<file path="src/rtl/pc_gen_unit.sv">
// rtl/pc_gen_unit.sv - stage-1 program-counter generator driving the AHB fetch address
// Tracks AHB address/data phases and buffers one redirect arriving while the bus stalls.
module pc_gen_unit #(
  parameter int             XLEN      = 32,
  parameter logic [XLEN-1:0] BOOT_ADDR = '0,
  parameter bit             C_EXT     = 1'b0
) (
  input  logic            clk_in,
  input  logic            rst_in,
  input  logic [1:0]      pc_src_in,
  input  logic [XLEN-1:0] epc_in,
  input  logic [XLEN-1:0] trap_address_in,
  input  logic            branch_taken_in,
  input  logic [XLEN-2:0] iaddr_in,
  input  logic            instr_16b_in,
  input  logic            ahb_ready_in,
  output logic [XLEN-1:0] iaddr_out,
  output logic [XLEN-1:0] pc_out,
  output logic            pc_valid_out,
  output logic [XLEN-1:0] pc_plus_4_out,
  output logic            misaligned_instr_logic_out,
  output logic            redirect_pending_out
);

  typedef enum logic [1:0] {ST_BOOT, ST_RUN, ST_PEND} state_t;

  localparam logic [XLEN-1:0] BIT0_CLR = {{(XLEN-1){1'b1}}, 1'b0};

  state_t          state_q, state_d;
  logic [XLEN-1:0] iaddr_q, iaddr_d;
  logic [XLEN-1:0] pc_q, pc_d;
  logic            valid_q, valid_d;
  logic            mis_q, mis_d;
  logic [XLEN-1:0] pend_addr_q, pend_addr_d;
  logic [1:0]      pend_prio_q, pend_prio_d;

  logic [XLEN-1:0] tgt;
  logic [XLEN-1:0] seq;
  logic [1:0]      prio;
  logic            redir, illegal, legal, wins;

  // Priority encoding: boot > trap > epc > branch.
  always_comb begin
    tgt  = {iaddr_in, 1'b0};
    prio = 2'd0;
    case (pc_src_in)
      2'b00:   begin tgt = BOOT_ADDR;                  prio = 2'd3; end
      2'b01:   begin tgt = epc_in & BIT0_CLR;          prio = 2'd1; end
      2'b10:   begin tgt = trap_address_in & BIT0_CLR; prio = 2'd2; end
      default: begin tgt = {iaddr_in, 1'b0};           prio = 2'd0; end
    endcase
  end

  assign redir   = (pc_src_in != 2'b11) || branch_taken_in;
  assign illegal = redir && !C_EXT && tgt[1];
  assign legal   = redir && !illegal;
  assign wins    = legal && (prio >= pend_prio_q);
  assign seq     = {iaddr_q[XLEN-1:2], 2'b00} + XLEN'(4);

  always_comb begin
    state_d     = state_q;
    iaddr_d     = iaddr_q;
    pc_d        = pc_q;
    valid_d     = valid_q;
    mis_d       = illegal;
    pend_addr_d = pend_addr_q;
    pend_prio_d = pend_prio_q;
    case (state_q)
      ST_BOOT, ST_RUN: begin
        if (ahb_ready_in) begin
          pc_d    = iaddr_q;
          valid_d = 1'b1;
          iaddr_d = legal ? tgt : seq;
          state_d = ST_RUN;
        end else if (legal) begin
          pend_addr_d = tgt;
          pend_prio_d = prio;
          state_d     = ST_PEND;
        end
      end
      ST_PEND: begin
        if (ahb_ready_in) begin
          pc_d    = iaddr_q;
          valid_d = 1'b1;
          iaddr_d = wins ? tgt : pend_addr_q;
          state_d = ST_RUN;
        end else if (wins) begin
          pend_addr_d = tgt;
          pend_prio_d = prio;
        end
      end
      default: state_d = ST_BOOT;
    endcase
  end

  always_ff @(posedge clk_in or posedge rst_in) begin
    if (rst_in) begin
      state_q     <= ST_BOOT;
      iaddr_q     <= BOOT_ADDR;
      pc_q        <= BOOT_ADDR;
      valid_q     <= 1'b0;
      mis_q       <= 1'b0;
      pend_addr_q <= '0;
      pend_prio_q <= 2'd0;
    end else begin
      state_q     <= state_d;
      iaddr_q     <= iaddr_d;
      pc_q        <= pc_d;
      valid_q     <= valid_d;
      mis_q       <= mis_d;
      pend_addr_q <= pend_addr_d;
      pend_prio_q <= pend_prio_d;
    end
  end

  assign iaddr_out                  = iaddr_q;
  assign pc_out                     = pc_q;
  assign pc_valid_out               = valid_q;
  assign misaligned_instr_logic_out = mis_q;
  assign redirect_pending_out       = (state_q == ST_PEND);
  assign pc_plus_4_out              = pc_q + ((C_EXT && instr_16b_in) ? XLEN'(2) : XLEN'(4));

endmodule

</file>
<file path="config.mk">
export PLATFORM = sky130hd
export DESIGN_NAME = pc_gen_unit
export DESIGN_NICKNAME = d
export VERILOG_FILES = /design/src/rtl/pc_gen_unit.sv
export SDC_FILE = /design/constraint.sdc
export NUM_CORES = 1
export LEC_CHECK = 0
export BUFFER_PORTS_ARGS = -buffer_cell sky130_fd_sc_hd__buf_2
export CAP_MARGIN = 40
export CORE_MARGIN = 5
export CORE_UTILIZATION = 42
export DETAILED_ROUTE_END_ITERATION = 7
export PLACE_DENSITY = 0.68
export SLEW_MARGIN = 40
export SYNTH_ARGS = -nofsm -noshare
export SYNTH_HDL_FRONTEND = slang
export SYNTH_SLANG_ARGS = --single-unit
</file>
<file path="constraint.sdc">
create_clock -name clk_in -period 7.82 [get_ports clk_in]
set_input_delay 0.782 -clock clk_in [delete_from_list [all_inputs] [get_ports clk_in]]
set_output_delay 0.782 -clock clk_in [all_outputs]
set_load 0.1 [all_outputs]
</file>
Word level (Yosys, flattened, before mapping)
Cells that the tools add are included.
{"block": "totals", "ff_bits": 102, "inputBits": 102, "output_inout_bits": 99, "wordCells": 57}
{"block": "op_classes", "add_sub_neg": 2, "n_lt_le_gt_ge": 1, "eq_ne": 12, "muxes": 20, "n_reduce_logical": 15}
{"cell": "$mux W32", "count": 7}
{"cell": "$pmux W32 S2", "count": 2}
{"cell": "$pmux W32 S3", "count": 1}
{"cell": "$add A32 B3 Y32 const B", "count": 2}
{"cell": "$mux W2", "count": 7}
{"cell": "$ne A2 B2 Y1 const B", "count": 6}
{"cell": "$pmux W2 S2", "count": 2}
{"cell": "$pmux W2 S3", "count": 1}
{"cell": "$reduce_and A5 Y1", "count": 1}
{"cell": "$eq A2 B1 Y1 const B", "count": 2}
{"cell": "$eq A2 B2 Y1 const B", "count": 2}
{"cell": "$logic_not A2 Y1", "count": 2}
{"cell": "$reduce_and A2 Y1", "count": 2}
{"cell": "$reduce_and A4 Y1", "count": 1}
{"cell": "$logic_and A1 B1 Y1", "count": 3}
{"cell": "$ne A3 B3 Y1 const B", "count": 1}
{"cell": "$reduce_and A3 Y1", "count": 1}
{"cell": "$reduce_or A3 Y1", "count": 1}
{"cell": "$ge A2 B2 Y1", "count": 1}
{"cell": "$ne A2 B1 Y1 const B", "count": 1}
{"cell": "$reduce_bool A2 Y1", "count": 1}
{"cell": "$reduce_or A2 Y1", "count": 1}
{"cell": "$logic_not A1 Y1", "count": 1}
{"cell": "$logic_or A1 B1 Y1", "count": 1}

Logic depth before layout (Yosys ltp)
Gate-level depths: netlist of the first run.
{"block": "depth", "word_depth": 9, "ltp_mapped": 10, "depth_no_buf": 6}

Worst setup path after synthesis of the first run
OpenSTA, ideal clock, no wires.
{"block": "synth_path", "path_type": "register to output", "start": "reg pc_q[5] (netlist: pc_out[5])", "end": "out pc_plus_4_out[31]", "arrival_time_ps": 3994, "required_time_ps": 7038, "slack_ps": 3044, "path_stages_with_launch": 6, "n_path_buf": 0, "cell_sequence": "dfrtp_1 > nand4_1 > nor4_1 > and3_1 > nand4_1 > xnor2_1"}
{"block": "synth_between", "elab_chain_cells": 1}
{"item": "start, declared", "line": "31", "text": "logic [XLEN-1:0] pc_q, pc_d;"}
{"item": "start signal, assigned", "line": "108", "text": "pc_q <= pc_d;"}
{"item": "$add A32 B3 Y32", "line": "121", "text": "assign pc_plus_4_out = pc_q + ((C_EXT && instr_16b_in) ? XLEN'(2) : XLEN'(4));"}
{"item": "end, declared", "line": "20", "text": "output logic [XLEN-1:0] pc_plus_4_out,"}
No other way between the ends.

Worst setup path after layout of the first run
{"block": "layout_path", "start": "in pc_src_in[0]", "end": "reg pend_addr_q[3]"}
{"block": "layout_between", "elab_chain_cells": 9, "word_cells_on_any_way": 19, "classes_between": "order compare: 1; eq/ne: 4; mux: 7; reduce/logical: 7"}
{"item": "start, declared", "line": "10", "text": "input logic [1:0] pc_src_in,"}
{"item": "branches (longest 9 deep; another with $ge A2 B2 Y1)"}
{"item": "end signal, assigned", "line": "111", "text": "pend_addr_q <= pend_addr_d;"}
{"item": "end, declared", "line": "34", "text": "logic [XLEN-1:0] pend_addr_q, pend_addr_d;"}
Several ways; the timed one is not identified. The select of a mux whose other input is x is not followed.
A chain may end at the register's enable or synchronous reset.

==> metrics.cfg, run 1 <==
[synth]
synth_largest_area_cell=dfrtp_1
ys_seq_elements=102
synthTopCellsByArea=dfrtp_1 39%, mux2_2 9.1%, nand2_1 8.0%
yosys.area.top_type_share=0.395
syn_nets=842
synth_area_per_cell_um2=8.79
ys_seq_area_frac=0.395
synthArstFlopShare=1.00
syn_area_um2=6470
synth_edf_count=0
synth_flop_cell=dfrtp_1
ys_warn_count=0
ys_types=64
syn_inst=736

[cells_and_area]
fillers=1471
finalNetCount=1007
drive_gt1_frac=0.321
diodes=0
final_common_cell=buf_2
seq_area_um2=2550
final_area_um2=7930
layout_common_cells=197 x buf_2, 136 x nand2_1, 102 x dfrtp_1
area_delta_synth_final_pct=22.7
multi_input_area_um2=3620
utilization=0.524

[die]
die_area_um2=18000
pin_count=201
initial_core_util=0.427
rows=45
die_h_um=134
core_um2=15100
die_x_um=134

[clock_network]
cts.hold.buffers_added=0
cts_root_buffer=clkbuf_16
clk_pin_slew_worst_paths_ps=70
post_cts.repair.setup_buffers=0
cts_buffers=9
cts_tree=done
cts_num_sinks=102
cts_max_level=3
cts_resized=0
cts_buffer_depth=2
clkLatencyLatePin_ps=350

[placement]
place_area_um2=7590
dp_hpwl_um=13900
port_buffers=197
gp_congestion=0.815

[timing]
tightest_slew_ps=778
finalSetupViolations=0
clock.fmax_mhz=276
setup_tns_ps=0
worst_clock_skew_ps=6.11
period_share=0.464
rsz0062_at_grt=false
final-hold-violation-count=0
drv_slew=0
period_minus_slack_ps=3630
relSlewSlack=0.481

[global_routing]
grt_pass1_vias=5796
grt_max_degree=75
grt_overflow=0
grt_pass1_wl_um=31200
antenna_found_initial=0
grt.total_usage=0.213

[setup_path]
crit_top_cell=buf_4
cp_max_fo=56
crit_slowest_cell=buf_2
worstPathArrival_ps=3850
crit_chain=buf_2 > o21ai_0 > o21ai_4 > buf_4 > nor2_1 > o211ai_4 > buf_4 > mux2_2
slowest_delay_ps=600
rr_worst_depth=7
r2r-start=state_q[1]
worst_ep_required_time_ps=8050
startpoint=pc_src_in[0]
crit_path_start_kind=input pin
crit_type=input pin to flop
crit_path_end_kind=flop

[min_path]
hold_path_class=input pin to asynchronous set/reset pin

[drt]
vias=6122
drt-total-wl_um=19400
first_pass_iters=7
wl_per_cell_um=17.7
drtIter0Drc=550
viasPerCell=5.60
final_antenna_net_count=0
drcViolationCount=0

[pwr]
power.internal_mw=1.28
p_switching_mw=1.72
ir_worst_vdd_mv=0.204
power.share.combinational=0.551
p_seq_frac=0.283
leakage_nw=3.75
clock_power_share=0.166
power.share.switching=0.572
powerDensity_nw_per_um2=378

[run]
drv_cap=0

[outcome]
status=finished, final reports clean

-- state kept, by name, indices dropped and copies added, names as in the netlist --
| register | flops |
|---|---|
| iaddr_out | 32 |
| pc_out | 32 |
| pend_addr_q | 32 |
| pend_prio_q | 2 |
| state_q | 2 |
| misaligned_instr_logic_out | 1 |
| pc_valid_out | 1 |
-- through the flow --
stage	hold WS [ps]	setup slack [ps]	std cells	power (mW)
CTS	428	3980	1094	3.01
global placement	451	3710	1078	2.50
global route	451	4030	1094	3.13
detailed placement	477	3600	1078	2.51
floorplan	453	3040	736	2.19
finish	422	4190	1094	3.00
-- per-layer routing --
metal,vias to the layer above,wire length [µm],track usage,part of all wire
met5,-,0,0,0
met2,279,8580,0.330,0.44
met3,16,1470,0.0296,0.076
li1,3017,-,-,-
met4,0,193,0.0503,0.010
met1,2810,9140,0.317,0.47
-- critical path, delay by kind of cell --
kind,cells,cell delay (ps)
buffers and inverters,3,1550
AO/OA/AOI/OAI,3,930
multiplexers,1,390
AND/OR/NAND/NOR,1,170
-- cell usage after synthesis, types with 18 or more instances --
cell type	count
a21oi_1	22
a22o_1	19
clkbuf_1	35
dfrtp_1	102
inv_1	27
mux2_2	52
nand2_1	137
nand3_1	23
nand4_1	18
nor2_1	29
nor3_1	22
o211ai_1	19
o21ai_0	36
xnor2_1	28
-- path summary, 6_finish.rpt --
kind | to | slack (ps)
worst max-delay path | pend_addr_q[3] | 4190
worst min-delay path | pc_out[3] | 420
worst max register to register | pend_addr_q[3] | 5140
worst min register to register | pc_out[1] | 490
max in group asynchronous | pc_out[19] | 6380
min in group clk_in | pc_out[1] | 490
-- kinds of logic (layout without fill, tap and decap cells) --
| kind of cell | Yosys count | in the layout | synth area share |
|---|---|---|---|
| DFF | 102 | 102 | 0.395 |
| AOI/OAI and AO/OA | 177 | 177 | 0.193 |
| adders and majority gates | 4 | 4 | 0.00774 |
| muxes | 67 | 67 | 0.114 |
| and+or+nand+nor | 269 | 269 | 0.193 |
| xor gates and xnor gates | 34 | 34 | 0.0460 |
| buffers and inverters | 83 | 253 | 0.0518 |
-- power groups by stage --
stage                     clock, mW  sequential (mW)  combinational (mW)
after floorplan                   0             1.45               0.746
after global placement            0            0.855                1.64
after detailed placement          0            0.857                1.65
after CTS                     0.508            0.847                1.66
after global routing          0.530            0.876                1.73
final                         0.499            0.849                1.65
-- layout make-up --
type / count / area share
inverters: 28 / 0.0136
repair buffers: 209 / 0.136
clock buffers: 13 / 0.0341
flip-flops and latches: 102 / 0.322
multi-input cells: 551 / 0.457
clock inverters: 3 / 0.00820
well taps: 188 / 0.0297
Note: power is estimated with default switching activity, not from simulation.
==> inputs of run 2 (changes only) <==
--- a/config.mk
+++ b/config.mk
@@ -10,7 +10,7 @@
 export CORE_MARGIN = 5
 export CORE_UTILIZATION = 42
 export DETAILED_ROUTE_END_ITERATION = 7
-export PLACE_DENSITY = 0.68
+export PLACE_DENSITY = 0.7
 export SLEW_MARGIN = 40
 export SYNTH_ARGS = -nofsm -noshare
 export SYNTH_HDL_FRONTEND = slang
==> constraint.sdc (replaced) <==
create_clock -name clk_in -period 3 [get_ports clk_in]
set_input_delay 0.3 -clock clk_in [delete_from_list [all_inputs] [get_ports clk_in]]
set_output_delay 0.3 -clock clk_in [all_outputs]
set_load 0.1 [all_outputs]
==> metrics.cfg, run 2 (same netlist as run 1, synthesis figures left out) <==
[outcome]
status=finished, final reports clean  ; unchanged

[cells_and_area]
final_common_cell=buf_2  ; unchanged
diodes=0  ; unchanged
utilization=0.560  ; was 0.524
drive_gt1_frac=0.373  ; was 0.321
area_delta_synth_final_pct=31.0  ; was 22.7%
finalNetCount=1020  ; was 1007
layout_common_cells=186 x buf_2, 136 x nand2_1, 86 x dfrtp_1  ; was 197 x buf_2, 136 x nand2_1, 102 x dfrtp_1
final_area_um2=8470  ; was 7930 µm²

[run]
drv_cap=0  ; unchanged

[die]
die_x_um=134  ; unchanged
core_um2=15100  ; unchanged
die_area_um2=18000  ; unchanged
rows=45  ; unchanged
pin_count=201  ; unchanged
initial_core_util=0.427  ; unchanged
die_h_um=134  ; unchanged

[setup_path]
crit_path_end_kind=output port  ; was flop
startpoint=pc_out[4]  ; was pc_src_in[0]
worstPathArrival_ps=2480  ; was 3850 ps
r2r-start=iaddr_out[5]  ; was state_q[1]
timing.rr.end=iaddr_out[29]  ; was pend_addr_q[3]
crit_path_start_kind=flop  ; was input pin
cp_max_fo=8  ; was 56
r2r_slack_ps=510  ; was 5140 ps
worst_ep_required_time_ps=2700  ; was 8050 ps
crit_type=flop to output port  ; was input pin to flop
rr_worst_depth=5  ; was 7

[drt]
first_pass_iters=5  ; was 7
final_antenna_net_count=0  ; unchanged
wl_per_cell_um=18.1  ; was 17.7 µm
vias=6332  ; was 6122
drt-total-wl_um=20000  ; was 19400 µm
drcViolationCount=0  ; unchanged
drtIter0Drc=569  ; was 550
viasPerCell=5.73  ; was 5.60

[global_routing]
grt_max_degree=73  ; was 75
grt.total_usage=0.220  ; was 0.213
grt_pass1_vias=5990  ; was 5796
grt_busiest_layer=met2  ; unchanged
grt_util_met1=0.324  ; was 0.317
antenna_found_initial=0  ; unchanged
grt_pass1_wl_um=32100  ; was 31200 µm
grt_use_met2=0.326  ; was 0.330
grt_overflow=0  ; unchanged
use_met3=0.0428  ; was 0.0296

[placement]
port_buffers=197  ; unchanged
gp_congestion=0.860  ; was 0.815
place_area_um2=8150  ; was 7590 µm²
dp_hpwl_um=14900  ; was 13900 µm

[clock_network]
clkLatencyLatePin_ps=350  ; about the same
cts_max_level=3  ; unchanged
cts_buffers=9  ; unchanged
clk_pin_slew_worst_paths_ps=70  ; about the same
cts_num_sinks=102  ; unchanged
post_cts.repair.setup_buffers=0  ; unchanged
cts_root_buffer=clkbuf_16  ; unchanged
cts_tree=done  ; unchanged
cts_buffer_depth=2  ; unchanged

[pwr]
ir_worst_vdd_mv=0.534  ; was 0.204 mV
leakage_nw=3.98  ; was 3.75 nW
powerDensity_nw_per_um2=949  ; was 378 nW/µm²
total_power_mw=8.04  ; was 3.00 mW

[timing]
period_share=0.926
rsz0062_at_grt=true  ; was false
drv_slew=0  ; unchanged
period_minus_slack_ps=2780
setup_tns_ps=0  ; unchanged
final-hold-violation-count=0  ; unchanged
relSlewSlack=0.494  ; was 0.481
tightest_slew_ps=759  ; was 778 ps
hold_ws_ps=192  ; was 422 ps
finalSetupViolations=0  ; unchanged
worst_clock_skew_ps=11.5  ; was 6.11 ps
clock.fmax_mhz=360

[min_path]
hold_path_class=input pin to flop  ; was input pin to asynchronous set/reset pin
min_to=state_q[1]
worstHoldStart=ahb_ready_in
hold_depth=2

-- run 2: final cells by class --
class	instances	area [µm²]
fillers	1374	6670
multi-input cells	551	3940
flip-flops and latches	102	2570
repair buffers	222	1330
clock buffers	14	264
well taps	188	235
inverters	28	108
clock inverters	1	30.0
-- run 2: critical path: stages, from the launching register on --
cell     delay, ps
dfrtp_2        430
nand4_1        220
nor4_1         530
and3_1         300
nand4_1        240
xnor2_4        220
buf_12         190
-- run 2: layer usage --
layer  vias up  part of all wire
met4         0             0.016
met1      2940              0.46
met5         -                 0
met2       330              0.43
li1       3039                 -
met3        23             0.090
-- run 2: repair_timing --
| item | in CTS | in global routing |
|---|---|---|
| gates resized for setup | 1 | 5 |
| hold buffers | 1 | 0 |
| endpoints found under the hold margin | 17 | 0 |
| endpoints found under the setup margin | 1 | 5 |
-- run 2: power by group --
part	switching, mW	internal [mW]
logic	3.57	1.03
clock network	0.492	0.690
registers	0.510	1.75
total	4.57	3.47
-- run 2: through the flow --
| stage | setup slack, ps | cells |
|---|---|---|
| after floorplan | -205 | 736 |
| after detailed placement | 349 | 1090 |
| after global placement | 364 | 1090 |
| final | 223 | 1106 |
| after global routing | -49.6 | 1106 |
| after CTS | 31.1 | 1106 |
-- run 2: worst max-delay path by stage --
stage | end | slack (ps)
3_3_place_gp | pc_plus_4_out[22] | 360
2_1_floorplan | pc_out[10] | -210
6_report | pc_plus_4_out[31] | 220
5_1_grt | pc_plus_4_out[31] | -50
3_5_place_dp | pc_plus_4_out[22] | 350
4_1_cts | pc_plus_4_out[28] | 30
